File: config.mk
export PLATFORM = sky130hd
export DESIGN_NAME = core_control_fsm_flat
export DESIGN_NICKNAME = d
export VERILOG_FILES = /design/src/rtl/core_control_fsm_if.sv /design/src/rtl/core_control_fsm.sv /design/src/flat_wrapper.sv
export SDC_FILE = /design/constraint.sdc
export NUM_CORES = 1
export LEC_CHECK = 0
export CAP_MARGIN = 20
export CORE_ASPECT_RATIO = 1.4
export CORE_MARGIN = 1.5
export CORE_UTILIZATION = 30
export CTS_CLUSTER_SIZE = 20
export DETAILED_ROUTE_END_ITERATION = 8
export DONT_BUFFER_PORTS = 1
export GPL_TIMING_DRIVEN = 0
export MAX_ROUTING_LAYER = met4
export SETUP_SLACK_MARGIN = 0.15
export SLEW_MARGIN = 25
export SYNTH_ARGS = -nofsm -noshare
export SYNTH_HDL_FRONTEND = slang
export SYNTH_SLANG_ARGS = --single-unit
File: constraint.sdc
create_clock -name clock_50 -period 1.8 [get_ports clock_50]
set_input_delay 0.36 -clock clock_50 [delete_from_list [all_inputs] [get_ports clock_50]]
set_output_delay 0.36 -clock clock_50 [all_outputs]
set_load 0.005 [all_outputs]
File: src/rtl/core_control_fsm_if.sv
// Core-side bundle for core_control_fsm: instruction/flag/memory inputs in,
// datapath strobes, operand selects and status out.
interface core_control_fsm_if;
    logic [15:0] ir;
    logic        z;
    logic        n;
    logic        cout;
    logic        mem_ready;

    logic        ir_load;
    logic        pc_inc;
    logic        pc_load;
    logic [7:0]  pc_target;
    logic        reg_we;
    logic [2:0]  reg_waddr;
    logic [2:0]  reg_raddr_a;
    logic [2:0]  reg_raddr_b;
    logic [3:0]  alu_op;
    logic        alu_src_imm;
    logic [15:0] imm;
    logic        flags_we;
    logic        mem_req;
    logic        mem_we;
    logic        halted;
    logic        fault;
    logic [2:0]  state;
    logic [15:0] instr_count;

    modport master (
        input  ir, z, n, cout, mem_ready,
        output ir_load, pc_inc, pc_load, pc_target, reg_we, reg_waddr,
               reg_raddr_a, reg_raddr_b, alu_op, alu_src_imm, imm, flags_we,
               mem_req, mem_we, halted, fault, state, instr_count
    );

    modport slave (
        output ir, z, n, cout, mem_ready,
        input  ir_load, pc_inc, pc_load, pc_target, reg_we, reg_waddr,
               reg_raddr_a, reg_raddr_b, alu_op, alu_src_imm, imm, flags_we,
               mem_req, mem_we, halted, fault, state, instr_count
    );
endinterface

File: src/rtl/core_control_fsm.sv
// Multi-cycle control FSM for a 16-bit accumulator-less RISC core:
// FETCH/DECODE/EXEC with optional MEM (bounded wait) and WB phases.
module core_control_fsm #(
    parameter int MEM_TIMEOUT = 15
) (
    input logic                 clock_50,
    input logic                 reset_n,
    core_control_fsm_if.master  core
);
    localparam logic [2:0] S_FETCH  = 3'd0;
    localparam logic [2:0] S_DECODE = 3'd1;
    localparam logic [2:0] S_EXEC   = 3'd2;
    localparam logic [2:0] S_MEM    = 3'd3;
    localparam logic [2:0] S_WB     = 3'd4;
    localparam logic [2:0] S_HALT   = 3'd5;
    localparam logic [2:0] S_FAULT  = 3'd6;

    localparam logic [3:0] OP_NOP  = 4'h0;
    localparam logic [3:0] OP_LDI  = 4'h8;
    localparam logic [3:0] OP_LD   = 4'h9;
    localparam logic [3:0] OP_ST   = 4'hA;
    localparam logic [3:0] OP_BZ   = 4'hB;
    localparam logic [3:0] OP_BN   = 4'hC;
    localparam logic [3:0] OP_BC   = 4'hD;
    localparam logic [3:0] OP_JMP  = 4'hE;
    localparam logic [3:0] OP_HALT = 4'hF;

    localparam logic [4:0] TIMEOUT = 5'(MEM_TIMEOUT);

    logic [2:0]  state_reg, state_next;
    logic [15:0] ir_reg;
    logic [3:0]  wait_reg, wait_next;
    logic [15:0] count_reg;

    logic        ir_load_c, pc_inc_c, pc_load_c, reg_we_c, flags_we_c;
    logic        mem_req_c, mem_we_c, alu_src_imm_c, cond_c;
    logic [7:0]  pc_target_c;
    logic [2:0]  waddr_c, raddr_a_c, raddr_b_c;
    logic [3:0]  alu_op_c;
    logic [15:0] imm_c;

    // Everything past DECODE works from the latched instruction, never from core.ir.
    logic [3:0] op;
    logic [2:0] rd, rs, rt;
    logic [7:0] imm8;
    assign op   = ir_reg[15:12];
    assign rd   = ir_reg[11:9];
    assign rs   = ir_reg[8:6];
    assign rt   = ir_reg[5:3];
    assign imm8 = ir_reg[7:0];

    always_comb begin
        state_next    = state_reg;
        wait_next     = wait_reg;
        ir_load_c     = 1'b0;
        pc_inc_c      = 1'b0;
        pc_load_c     = 1'b0;
        pc_target_c   = 8'h00;
        reg_we_c      = 1'b0;
        waddr_c       = 3'd0;
        raddr_a_c     = 3'd0;
        raddr_b_c     = 3'd0;
        alu_op_c      = 4'h0;
        alu_src_imm_c = 1'b0;
        imm_c         = 16'h0000;
        flags_we_c    = 1'b0;
        mem_req_c     = 1'b0;
        mem_we_c      = 1'b0;
        cond_c        = 1'b0;
        case (state_reg)
            S_FETCH: begin
                ir_load_c  = 1'b1;
                state_next = S_DECODE;
            end
            S_DECODE: state_next = S_EXEC;
            S_EXEC: begin
                state_next = S_FETCH;
                case (op)
                    OP_NOP: pc_inc_c = 1'b1;
                    OP_LDI: begin
                        reg_we_c      = 1'b1;
                        waddr_c       = rd;
                        alu_src_imm_c = 1'b1;
                        imm_c         = {8'h00, imm8};
                        pc_inc_c      = 1'b1;
                    end
                    OP_LD, OP_ST: begin
                        state_next = S_MEM;
                        wait_next  = 4'd0;
                    end
                    OP_BZ, OP_BN, OP_BC: begin
                        cond_c = (op == OP_BZ) ? core.z :
                                 (op == OP_BN) ? core.n : core.cout;
                        if (cond_c) begin
                            pc_load_c   = 1'b1;
                            pc_target_c = imm8;
                        end else begin
                            pc_inc_c = 1'b1;
                        end
                    end
                    OP_JMP: begin
                        pc_load_c   = 1'b1;
                        pc_target_c = imm8;
                    end
                    OP_HALT: state_next = S_HALT;
                    default: begin
                        reg_we_c   = 1'b1;
                        flags_we_c = 1'b1;
                        waddr_c    = rd;
                        raddr_a_c  = rs;
                        raddr_b_c  = rt;
                        alu_op_c   = op;
                        pc_inc_c   = 1'b1;
                    end
                endcase
            end
            S_MEM: begin
                mem_req_c = 1'b1;
                mem_we_c  = (op == OP_ST);
                raddr_a_c = rs;
                raddr_b_c = rd;
                if (core.mem_ready) begin
                    if (op == OP_ST) begin
                        pc_inc_c   = 1'b1;
                        state_next = S_FETCH;
                    end else begin
                        state_next = S_WB;
                    end
                end else begin
                    wait_next = wait_reg + 4'd1;
                    if (({1'b0, wait_reg} + 5'd1) == TIMEOUT)
                        state_next = S_FAULT;
                end
            end
            S_WB: begin
                reg_we_c   = 1'b1;
                waddr_c    = rd;
                pc_inc_c   = 1'b1;
                state_next = S_FETCH;
            end
            S_HALT, S_FAULT: state_next = state_reg;
            default: state_next = S_FETCH;
        endcase
        // Reset must silence the datapath immediately, even mid-access.
        if (!reset_n) begin
            ir_load_c     = 1'b0;
            pc_inc_c      = 1'b0;
            pc_load_c     = 1'b0;
            pc_target_c   = 8'h00;
            reg_we_c      = 1'b0;
            waddr_c       = 3'd0;
            raddr_a_c     = 3'd0;
            raddr_b_c     = 3'd0;
            alu_op_c      = 4'h0;
            alu_src_imm_c = 1'b0;
            imm_c         = 16'h0000;
            flags_we_c    = 1'b0;
            mem_req_c     = 1'b0;
            mem_we_c      = 1'b0;
        end
    end

    always_ff @(posedge clock_50) begin
        if (!reset_n) begin
            state_reg <= S_FETCH;
            ir_reg    <= 16'h0000;
            wait_reg  <= 4'd0;
            count_reg <= 16'h0000;
        end else begin
            state_reg <= state_next;
            wait_reg  <= wait_next;
            if (state_reg == S_DECODE)
                ir_reg <= core.ir;
            if (pc_inc_c || pc_load_c)
                count_reg <= count_reg + 16'd1;
        end
    end

    assign core.ir_load     = ir_load_c;
    assign core.pc_inc      = pc_inc_c;
    assign core.pc_load     = pc_load_c;
    assign core.pc_target   = pc_target_c;
    assign core.reg_we      = reg_we_c;
    assign core.reg_waddr   = waddr_c;
    assign core.reg_raddr_a = raddr_a_c;
    assign core.reg_raddr_b = raddr_b_c;
    assign core.alu_op      = alu_op_c;
    assign core.alu_src_imm = alu_src_imm_c;
    assign core.imm         = imm_c;
    assign core.flags_we    = flags_we_c;
    assign core.mem_req     = mem_req_c;
    assign core.mem_we      = mem_we_c;
    assign core.halted      = (state_reg == S_HALT) || (state_reg == S_FAULT);
    assign core.fault       = (state_reg == S_FAULT);
    assign core.state       = state_reg;
    assign core.instr_count = count_reg;
endmodule

File: src/flat_wrapper.sv
// flat-port wrapper written by rule: the top's interface ports become plain ports
module core_control_fsm_flat 
#(
    parameter int MEM_TIMEOUT = 15
)
  (clock_50, reset_n, core_ir, core_z, core_n, core_cout, core_mem_ready, core_ir_load, core_pc_inc, core_pc_load, core_pc_target, core_reg_we, core_reg_waddr, core_reg_raddr_a, core_reg_raddr_b, core_alu_op, core_alu_src_imm, core_imm, core_flags_we, core_mem_req, core_mem_we, core_halted, core_fault, core_state, core_instr_count);
  core_control_fsm_if core_i ();
  input logic clock_50;
  input logic reset_n;
  input wire logic [$bits(core_i.ir)-1:0] core_ir;
  input wire logic [$bits(core_i.z)-1:0] core_z;
  input wire logic [$bits(core_i.n)-1:0] core_n;
  input wire logic [$bits(core_i.cout)-1:0] core_cout;
  input wire logic [$bits(core_i.mem_ready)-1:0] core_mem_ready;
  output wire logic [$bits(core_i.ir_load)-1:0] core_ir_load;
  output wire logic [$bits(core_i.pc_inc)-1:0] core_pc_inc;
  output wire logic [$bits(core_i.pc_load)-1:0] core_pc_load;
  output wire logic [$bits(core_i.pc_target)-1:0] core_pc_target;
  output wire logic [$bits(core_i.reg_we)-1:0] core_reg_we;
  output wire logic [$bits(core_i.reg_waddr)-1:0] core_reg_waddr;
  output wire logic [$bits(core_i.reg_raddr_a)-1:0] core_reg_raddr_a;
  output wire logic [$bits(core_i.reg_raddr_b)-1:0] core_reg_raddr_b;
  output wire logic [$bits(core_i.alu_op)-1:0] core_alu_op;
  output wire logic [$bits(core_i.alu_src_imm)-1:0] core_alu_src_imm;
  output wire logic [$bits(core_i.imm)-1:0] core_imm;
  output wire logic [$bits(core_i.flags_we)-1:0] core_flags_we;
  output wire logic [$bits(core_i.mem_req)-1:0] core_mem_req;
  output wire logic [$bits(core_i.mem_we)-1:0] core_mem_we;
  output wire logic [$bits(core_i.halted)-1:0] core_halted;
  output wire logic [$bits(core_i.fault)-1:0] core_fault;
  output wire logic [$bits(core_i.state)-1:0] core_state;
  output wire logic [$bits(core_i.instr_count)-1:0] core_instr_count;
  assign core_i.ir = core_ir;
  assign core_i.z = core_z;
  assign core_i.n = core_n;
  assign core_i.cout = core_cout;
  assign core_i.mem_ready = core_mem_ready;
  assign core_ir_load = core_i.ir_load;
  assign core_pc_inc = core_i.pc_inc;
  assign core_pc_load = core_i.pc_load;
  assign core_pc_target = core_i.pc_target;
  assign core_reg_we = core_i.reg_we;
  assign core_reg_waddr = core_i.reg_waddr;
  assign core_reg_raddr_a = core_i.reg_raddr_a;
  assign core_reg_raddr_b = core_i.reg_raddr_b;
  assign core_alu_op = core_i.alu_op;
  assign core_alu_src_imm = core_i.alu_src_imm;
  assign core_imm = core_i.imm;
  assign core_flags_we = core_i.flags_we;
  assign core_mem_req = core_i.mem_req;
  assign core_mem_we = core_i.mem_we;
  assign core_halted = core_i.halted;
  assign core_fault = core_i.fault;
  assign core_state = core_i.state;
  assign core_instr_count = core_i.instr_count;
  core_control_fsm #(.MEM_TIMEOUT(MEM_TIMEOUT)) u_core (.clock_50(clock_50), .reset_n(reset_n), .core(core_i));
endmodule
Word level (Yosys, flattened, before mapping)
Cells that the tools add are included.
Storage, ports and cells
  flip-flop bits (word level): 39
  input bits: 22
  output and inout bits: 66
  word-level logic and storage cells: 93
Cells by class
  $add $sub $neg: 3
  equal/unequal tests: 18
  multiplexer cells: 54
  bitwise operators: 1
  reduce and logical (&&, ||, !) cells: 13
Operator list (number)
  4-bit == test, second input constant: 8
  16-bit two-way mux: 2
  8-bit two-way mux: 4
  3-bit two-way mux: 9
  3-bit one-hot mux with 2 select lines: 4
  1-bit two-way mux: 23
  4-bit two-way mux: 5
  16-bit by 1-bit adder with 16-bit output, second input constant: 1
  8-bit one-hot mux with 2 select lines: 1
  3-bit one-hot mux with 5 select lines: 1
  3-bit == test, second input constant: 3
  9-bit OR reduction: 1
  4-bit one-hot mux with 2 select lines: 1
  8-bit OR reduction: 1
  3-bit by 2-bit == test with 1-bit output, second input constant: 2
  1-bit one-hot mux with 2 select lines: 3
  4-bit by 1-bit adder with 5-bit output, second input constant: 1
  5-bit by 4-bit == test with 1-bit output, second input constant: 1
  4-bit by 1-bit adder with 4-bit output, second input constant: 1
  4-bit zero test: 1
  2-bit inequality test, second input constant: 2
  2-bit OR reduction: 2
  4-bit OR reduction: 1
  3-bit by 1-bit == test with 1-bit output, second input constant: 1
  9 further kinds: 10

Longest topological paths before layout
Gate-level depths: netlist of run 1.
  word-level depth: 8
  depth in mapped cells: 8
  gate-level depth less buffers: 6

Least setup slack after synthesis of run 1
No wires, ideal clock.
  kind: register to output
  from: reg u_core.state_reg[2] (netlist: u_core.core.state[2])
  to: out core_imm[0]
  arrival: 1440 ps
  data required time: 1440 ps
  slack: 0 ps
  cell stages (with the launch flop): 7
  path buffers: 2
  cell sequence: dfxtp_1 > buf_2 > nand2b_1 > nor2_2 > and3_1 > clkbuf_1 > and2_1
On the way
  word-level cells in the longest chain between the ends: 3
RTL lines
  start: declaration: RTL line core_control_fsm.sv:30  | logic [2:0] state_reg, state_next;
  start signal: assignment: RTL line core_control_fsm.sv:170  | state_reg <= state_next;
  3-bit by 2-bit == test with 1-bit output: RTL line core_control_fsm.sv:70  | case (state_reg)
  16-bit two-way mux: RTL line core_control_fsm.sv:70
  16-bit two-way mux: RTL line core_control_fsm.sv:145  | if (!reset_n) begin
  end: declaration: RTL line flat_wrapper.sv:25  | output wire logic [$bits(core_i.imm)-1:0] core_imm;
No other way between the ends.

Final worst setup path of run 1
  from: reg u_core.ir_reg[13]
  to: out core_imm[4]
On the way
  word-level cells in the longest chain between the ends: 4
RTL lines
  start: declaration: RTL line core_control_fsm.sv:31  | logic [15:0] ir_reg;
  start signal: assignment: RTL line core_control_fsm.sv:173  | ir_reg <= core.ir;
  4-bit == test: RTL line core_control_fsm.sv:78  | case (op)
  8-bit two-way mux: RTL line core_control_fsm.sv:78
  16-bit two-way mux: RTL line core_control_fsm.sv:70
  16-bit two-way mux: RTL line core_control_fsm.sv:145
No other way between the ends.

==> results of run 1 <==
worst max-delay path: stages (launching register included):
cell and delay, ps:
dfxtp_2 320, buf_6 130, nor3_4 230, buf_4 170, and3_4 200, clkbuf_8 160
and2_4 140
power groups by stage:
stage	Clock (mW)	Combinational (mW)	Sequential [mW]
4_1_cts	1.02	0.436	0.958
2_1_floorplan	0	0.261	0.958
3_5_place_dp	0	0.323	0.973
6_report	1.02	0.549	0.959
3_3_place_gp	0	0.316	0.972
5_1_grt	1.06	0.591	0.966
layout by cell type, fill, tap and decap left out, types with 7 or more instances in the layout:
cell	Yosys	routed
conb_1	1	9
buf_6	2	16
a21oi_1	13	8
and2_4	0	16
mux2i_1	13	13
nand2_1	65	60
dfxtp_1	39	21
nand2b_1	15	11
nand3_1	19	14
a21boi_0	17	16
o22ai_4	0	7
dfxtp_4	0	10
nor2_1	18	10
and2_1	27	11
dfxtp_2	0	8
buf_4	9	38
through the flow:
stage	worst slack [ps]	area, sq um	util	hold slack [ps]
2_1_floorplan	147.5	2721	-	438.8
3_3_place_gp	-155.0	2853	0.3333	456.3
3_5_place_dp	-151.9	2853	0.3333	459.8
4_1_cts	-187.7	3628	0.4240	212.4
5_1_grt	-253.9	3980	0.4651	208.1
6_report	-201.9	3980	0.4651	213.4
metal layers:
metal	up-vias	part of all wire
met1	1279	0.37
met5	-	0
met3	16	0.075
met4	0	0.019
met2	95	0.54
li1	1283	-
cell families (layout without fill, tap and decap cells):
family	Yosys count	count (layout)
compound gates	64	65
simple gates	186	186
buf+inv	34	82
fa+ha+maj	3	3
mux	14	14
xor+xnor	2	2
other cells	1	9
flops	39	39
cell type report:
| type | count | area (sq um) | share of cell area |
|---|---|---|---|
| multi-input cells | 279 | 2200 | 0.5527 |
| inverters | 6 | 25.02 | 0.006287 |
| well taps | 105 | 131.4 | 0.03301 |
| clock inverters | 2 | 37.54 | 0.009431 |
| clock buffers | 5 | 125.1 | 0.03144 |
| repair buffers | 42 | 392.9 | 0.09871 |
| flip-flops and latches | 39 | 828.3 | 0.2081 |
| plain buffers | 27 | 240.2 | 0.06036 |
how the worst max path moves through the flow:
stage / startpoint / end
2_1_floorplan: u_core.ir_reg[14] / core_pc_target[1]
3_3_place_gp: reset_n / core_reg_raddr_a[2]
3_5_place_dp: u_core.core.state[2] / core_pc_target[1]
4_1_cts: u_core.ir_reg[14] / core_reg_waddr[2]
5_1_grt: u_core.ir_reg[14] / core_pc_target[6]
6_report: u_core.ir_reg[13] / core_imm[4]
repair_timing:
| action | 4_1_cts | 5_1_grt |
|---|---|---|
| cloned | 2 | 1 |
| pin swaps | 33 | 31 |
| setup endpoints to repair | 68 | 67 |
| gates resized for setup | 101 | 59 |
| setup buffers | 24 | 16 |
==> out/results.ini, run 1 <==
[sta]
setup_viol = 42
finalHoldViolCount = 0
min_period_ps = 2002
fin_tns_setup_ps = -4111
finalClockSkew_ps = 5.211
grt_setup_unrepaired = yes
maxSlewViolCount = 0
fmax_ghz = 0.4995
fin_ws_ps = -201.9
finalCritPeriodShare = 1.112

[status]
violations = negative setup slack
outcome = finished with violations

[yosys]
synth-compound-area-share = 0.1779
syn_area_sq_um = 2638
yosysTopAreaCell = dfxtp_1
async_flop_share = 0
yosysSeqAreaShare = 0.2960
ys_ff_latch = 39
synth_edf_count = 0
synthTopCellsByCount = nand2_1 (65), dfxtp_1 (39), and2_1 (27)
synthSimpleGateAreaFrac = 0.3786
synthTopCellsByArea = dfxtp_1 (30%), nand2_1 (9.3%), and2_1 (6.4%)
muxShareOfSynthArea = 0.05361
synth_top_family_by_area = simple AND/OR/NAND/NOR gates
synthXorXnorAreaFrac = 0.006641
synth_cells = 343
synth_top_area_frac = 0.2960
syn_avg_cell_area_sq_um = 7.690
synth.distinct_cells = 59
yosysMostFrequentCell = nand2_1
yosysWarningCount = 0
ys.flop_type = dfxtp_1
synthAdderAreaFrac = 0.01423

[clocking]
ctsHoldBuffers = 0
cts_max_level = 2
clk_pin_slew_worst_paths_ps = 60
cts_root_buf = clkbuf_16
cts_buffers = 5
cts_tree = built
cts.sinks = 39
worstSkewPairLatency_ps = 290
clock_path_buffers = 2

[grt]
grt_usage = 0.1882
grt.busiest_layer = met2
antenna_found_initial = 0
grt_pass1_vias = 2592
grt_pass1_wl_mm = 13.17
grt_max_degree = 13
use_met1 = 0.1960
grtUsageMet3 = 0.05840
globalRouteOverflowTotal = 0
grt_util_met2 = 0.3247

[layout]
diodes = 0
nNetsFinal = 425
drive_above_1_share = 0.4425
stdcell_count = 505
n_fill_cell = 798
area_delta_synth_final_pct = 50.90

[setup_path]
crit_path_end_kind = output port
crit_type = flop to output port
rr_worst_depth = 8
critPathRequiredTime_ps = 1440
reg2reg_from = u_core.core.state[2]
crit_arrival_ps = 1640
crit_fanout = 7
r2r_end = u_core.core.instr_count[3]
rrSetupSlack_ps = -70
startpoint_type = flop

[power]
p_clk_frac = 0.403
comb_power_share = 0.218
report.power.total_mw = 2.525
power.net_switching_uw = 722.2
pwr-share-seq = 0.380
max-vdd-ir-drop_v = 0.0004173
swShare = 0.2860
p_leak_nw = 1.448
power_density_nw_per_um2 = 634.4
internal-power_mw = 1.803

[hold_path]
hold_depth = 2
whs_endpoint = u_core.ir_reg[10]
hp-class = input port to flop
min_from = core_ir[10]

[placed_design]
hpwl_mm = 5.364
place.gp.congestion = 0.8221
io_buffers = 0
dp_cells = 456

[detailed_routing]
drc = 0
routedWlPerCell_um = 17.41
ant_nets = 0
num_vias = 2673
wl_mm = 8.794
drt-vias-per-instance = 5.293
drtIter0Drc = 135
dr.pass1.iters = 4

[die]
die_area_sq_um = 9371
fp.dieW_um = 82.25
start_util = 0.3082
core_area_sq_um = 8558
fp.dieH_um = 113.9
io_pins = 88
row_count = 40

[flow_run]
drv_cap = 0

No activity file was read; power rests on OpenSTA's default activity.
==> run 2: changes to the inputs <==
--- a/config.mk
+++ b/config.mk
@@ -14,6 +14,7 @@
 export DONT_BUFFER_PORTS = 1
 export GPL_TIMING_DRIVEN = 0
 export MAX_ROUTING_LAYER = met4
+export REMOVE_ABC_BUFFERS = 1
 export SETUP_SLACK_MARGIN = 0.15
 export SLEW_MARGIN = 25
 export SYNTH_ARGS = -nofsm -noshare
==> out/results.ini, run 2 (synthesis results as in run 1) <==
[status]
outcome = finished with violations  ; unchanged
violations = negative setup slack  ; unchanged

[clocking]
clock_path_buffers = 2  ; unchanged
cts_buffers = 5  ; unchanged
ctsHoldBuffers = 0  ; unchanged
worstSkewPairLatency_ps = 290  ; about the same
cts.sinks = 39  ; unchanged
cts_root_buf = clkbuf_16  ; unchanged
cts_max_level = 2  ; unchanged
cts_tree = built  ; unchanged
clk_pin_slew_worst_paths_ps = 60  ; about the same

[die]
core_area_sq_um = 8558  ; unchanged
io_pins = 88  ; unchanged
row_count = 40  ; unchanged
fp.dieH_um = 113.9  ; unchanged
start_util = 0.3082  ; unchanged
fp.dieW_um = 82.25  ; unchanged
die_area_sq_um = 9371  ; unchanged

[setup_path]
critPathTopFamily = simple AND/OR/NAND/NOR gates  ; unchanged
critPathRequiredTime_ps = 1440  ; about the same
startpoint_type = flop  ; unchanged
cp_slowest_stage_delay_ps = 370  ; was 320 ps
cp_num_buf_inv = 0  ; was 3
crit_fanout = 6  ; was 7
crit_path_end_kind = output port  ; unchanged
crit_arrival_ps = 1530  ; was 1640 ps
path_cells = nor3_4 > xnor2_2 > a21oi_2 > nor2_2 > and2_4  ; was buf_6 > nor3_4 > buf_4 > and3_4 > clkbuf_8 > and2_4
crit_type = flop to output port  ; unchanged
crit_slowest_cell = dfxtp_4  ; was dfxtp_2

[sta]
maxSlewViolCount = 0  ; unchanged
finalCritPeriodShare = 1.051  ; was 1.112
min_period_ps = 1891  ; was 2002 ps
grt_setup_unrepaired = yes  ; unchanged
fin_tns_setup_ps = -1137  ; was -4111 ps
finalHoldViolCount = 0  ; unchanged
fin_ws_ps = -91.49  ; was -201.9 ps
setup_viol = 24  ; was 42
fmax_ghz = 0.5287  ; was 0.4995 GHz
finalClockSkew_ps = 6.266  ; was 5.211 ps

[grt]
globalRouteOverflowTotal = 0  ; unchanged
antenna_found_initial = 0  ; unchanged
grt_pass1_wl_mm = 11.90  ; was 13.17 mm
grt_usage = 0.1680  ; was 0.1882
grt_pass1_vias = 2406  ; was 2,592
grt_max_degree = 66  ; was 13

[power]
power_density_nw_per_um2 = 624.3  ; was 634.4 nW/um^2
max-vdd-ir-drop_v = 0.0003731  ; was 0.0004173 V
report.power.total_mw = 2.293  ; was 2.525 mW
p_leak_nw = 1.281  ; was 1.448 nW

[detailed_routing]
drt-vias-per-instance = 5.333  ; was 5.293
drc = 0  ; unchanged
ant_nets = 0  ; unchanged
drtIter0Drc = 160  ; was 135
routedWlPerCell_um = 16.15  ; was 17.41 um
num_vias = 2565  ; was 2,673
wl_mm = 7.768  ; was 8.794 mm
dr.pass1.iters = 4  ; unchanged

[placed_design]
place.gp.congestion = 0.7943  ; was 0.8221
hpwl_mm = 4.642  ; was 5.364 mm
io_buffers = 0  ; unchanged

[layout]
diodes = 0  ; unchanged
final_common_cell = nand2_1  ; unchanged
area_delta_synth_final_pct = 39.23  ; was 50.90%
mostFrequentLayoutCells = nand2_1 (62), buf_4 (23), dfxtp_1 (21), and2_1 (17), dfxtp_4 (17)  ; was nand2_1 (60), buf_4 (38), dfxtp_1 (21)
drive_above_1_share = 0.3910  ; was 0.4425
n_fill_cell = 806  ; was 798
nNetsFinal = 401  ; was 425

[flow_run]
drv_cap = 0  ; unchanged

[hold_path]
hp-class = input port to flop  ; unchanged

[run 2: through the flow]
stage | cell area [sq um] | util | hold slack, ps | std cells | setup WS [ps]
floorplan | 2501 | - | 438.8 | 323 | 51.55
global placement | 2633 | 0.3076 | 446.1 | 428 | -327.1
detailed placement | 2635 | 0.3079 | 452.2 | 428 | -429.2
CTS | 3402 | 0.3975 | 196.8 | 468 | -54.81
global route | 3672 | 0.4291 | 213.3 | 481 | -147.3
finish | 3672 | 0.4291 | 202.1 | 481 | -91.49
[run 2: path summary, 6_finish.rpt]
path              slack (ps)  depth (start not counted)         startpoint                          to
hold reg to reg          460                          2   u_core.ir_reg[8]            u_core.ir_reg[8]
setup reg to reg         -20                          8  u_core.ir_reg[12]  u_core.core.instr_count[3]
hold / removal           200                          2        core_ir[13]           u_core.ir_reg[13]
setup / recovery         -90                          5  u_core.ir_reg[12]           core_reg_waddr[0]
[run 2: layer usage]
metal,routed length [um],vias up,global-route usage
met2,3955,84,0.2759
met1,3157,1225,0.1874
met4,176,0,0.06554
li1,-,1238,-
met3,478,18,0.04960
met5,0,-,-
[run 2: what timing repair did]
action	in CTS	in global routing
pin swaps	24	20
setup endpoints to repair	73	56
gates cloned	1	0
buffers inserted	32	13
resized for setup	96	46
[run 2: area by class of cell]
class	count	area [sq um]	share of cell area
repair buffers	45	416.7	0.1135
inverters	6	26.28	0.007155
clock buffers	6	138.9	0.03782
clock inverters	1	5.005	0.001363
well taps	105	131.4	0.03578
flip-flops and latches	39	845.8	0.2303
multi-input cells	279	2108	0.5741
[run 2: where the power goes]
part	leakage (nW)	internal, mW	switching [mW]
registers	0.330	0.896	0.0711
logic	0.878	0.199	0.226
clock network	0.0727	0.541	0.359
total	1.28	1.64	0.656
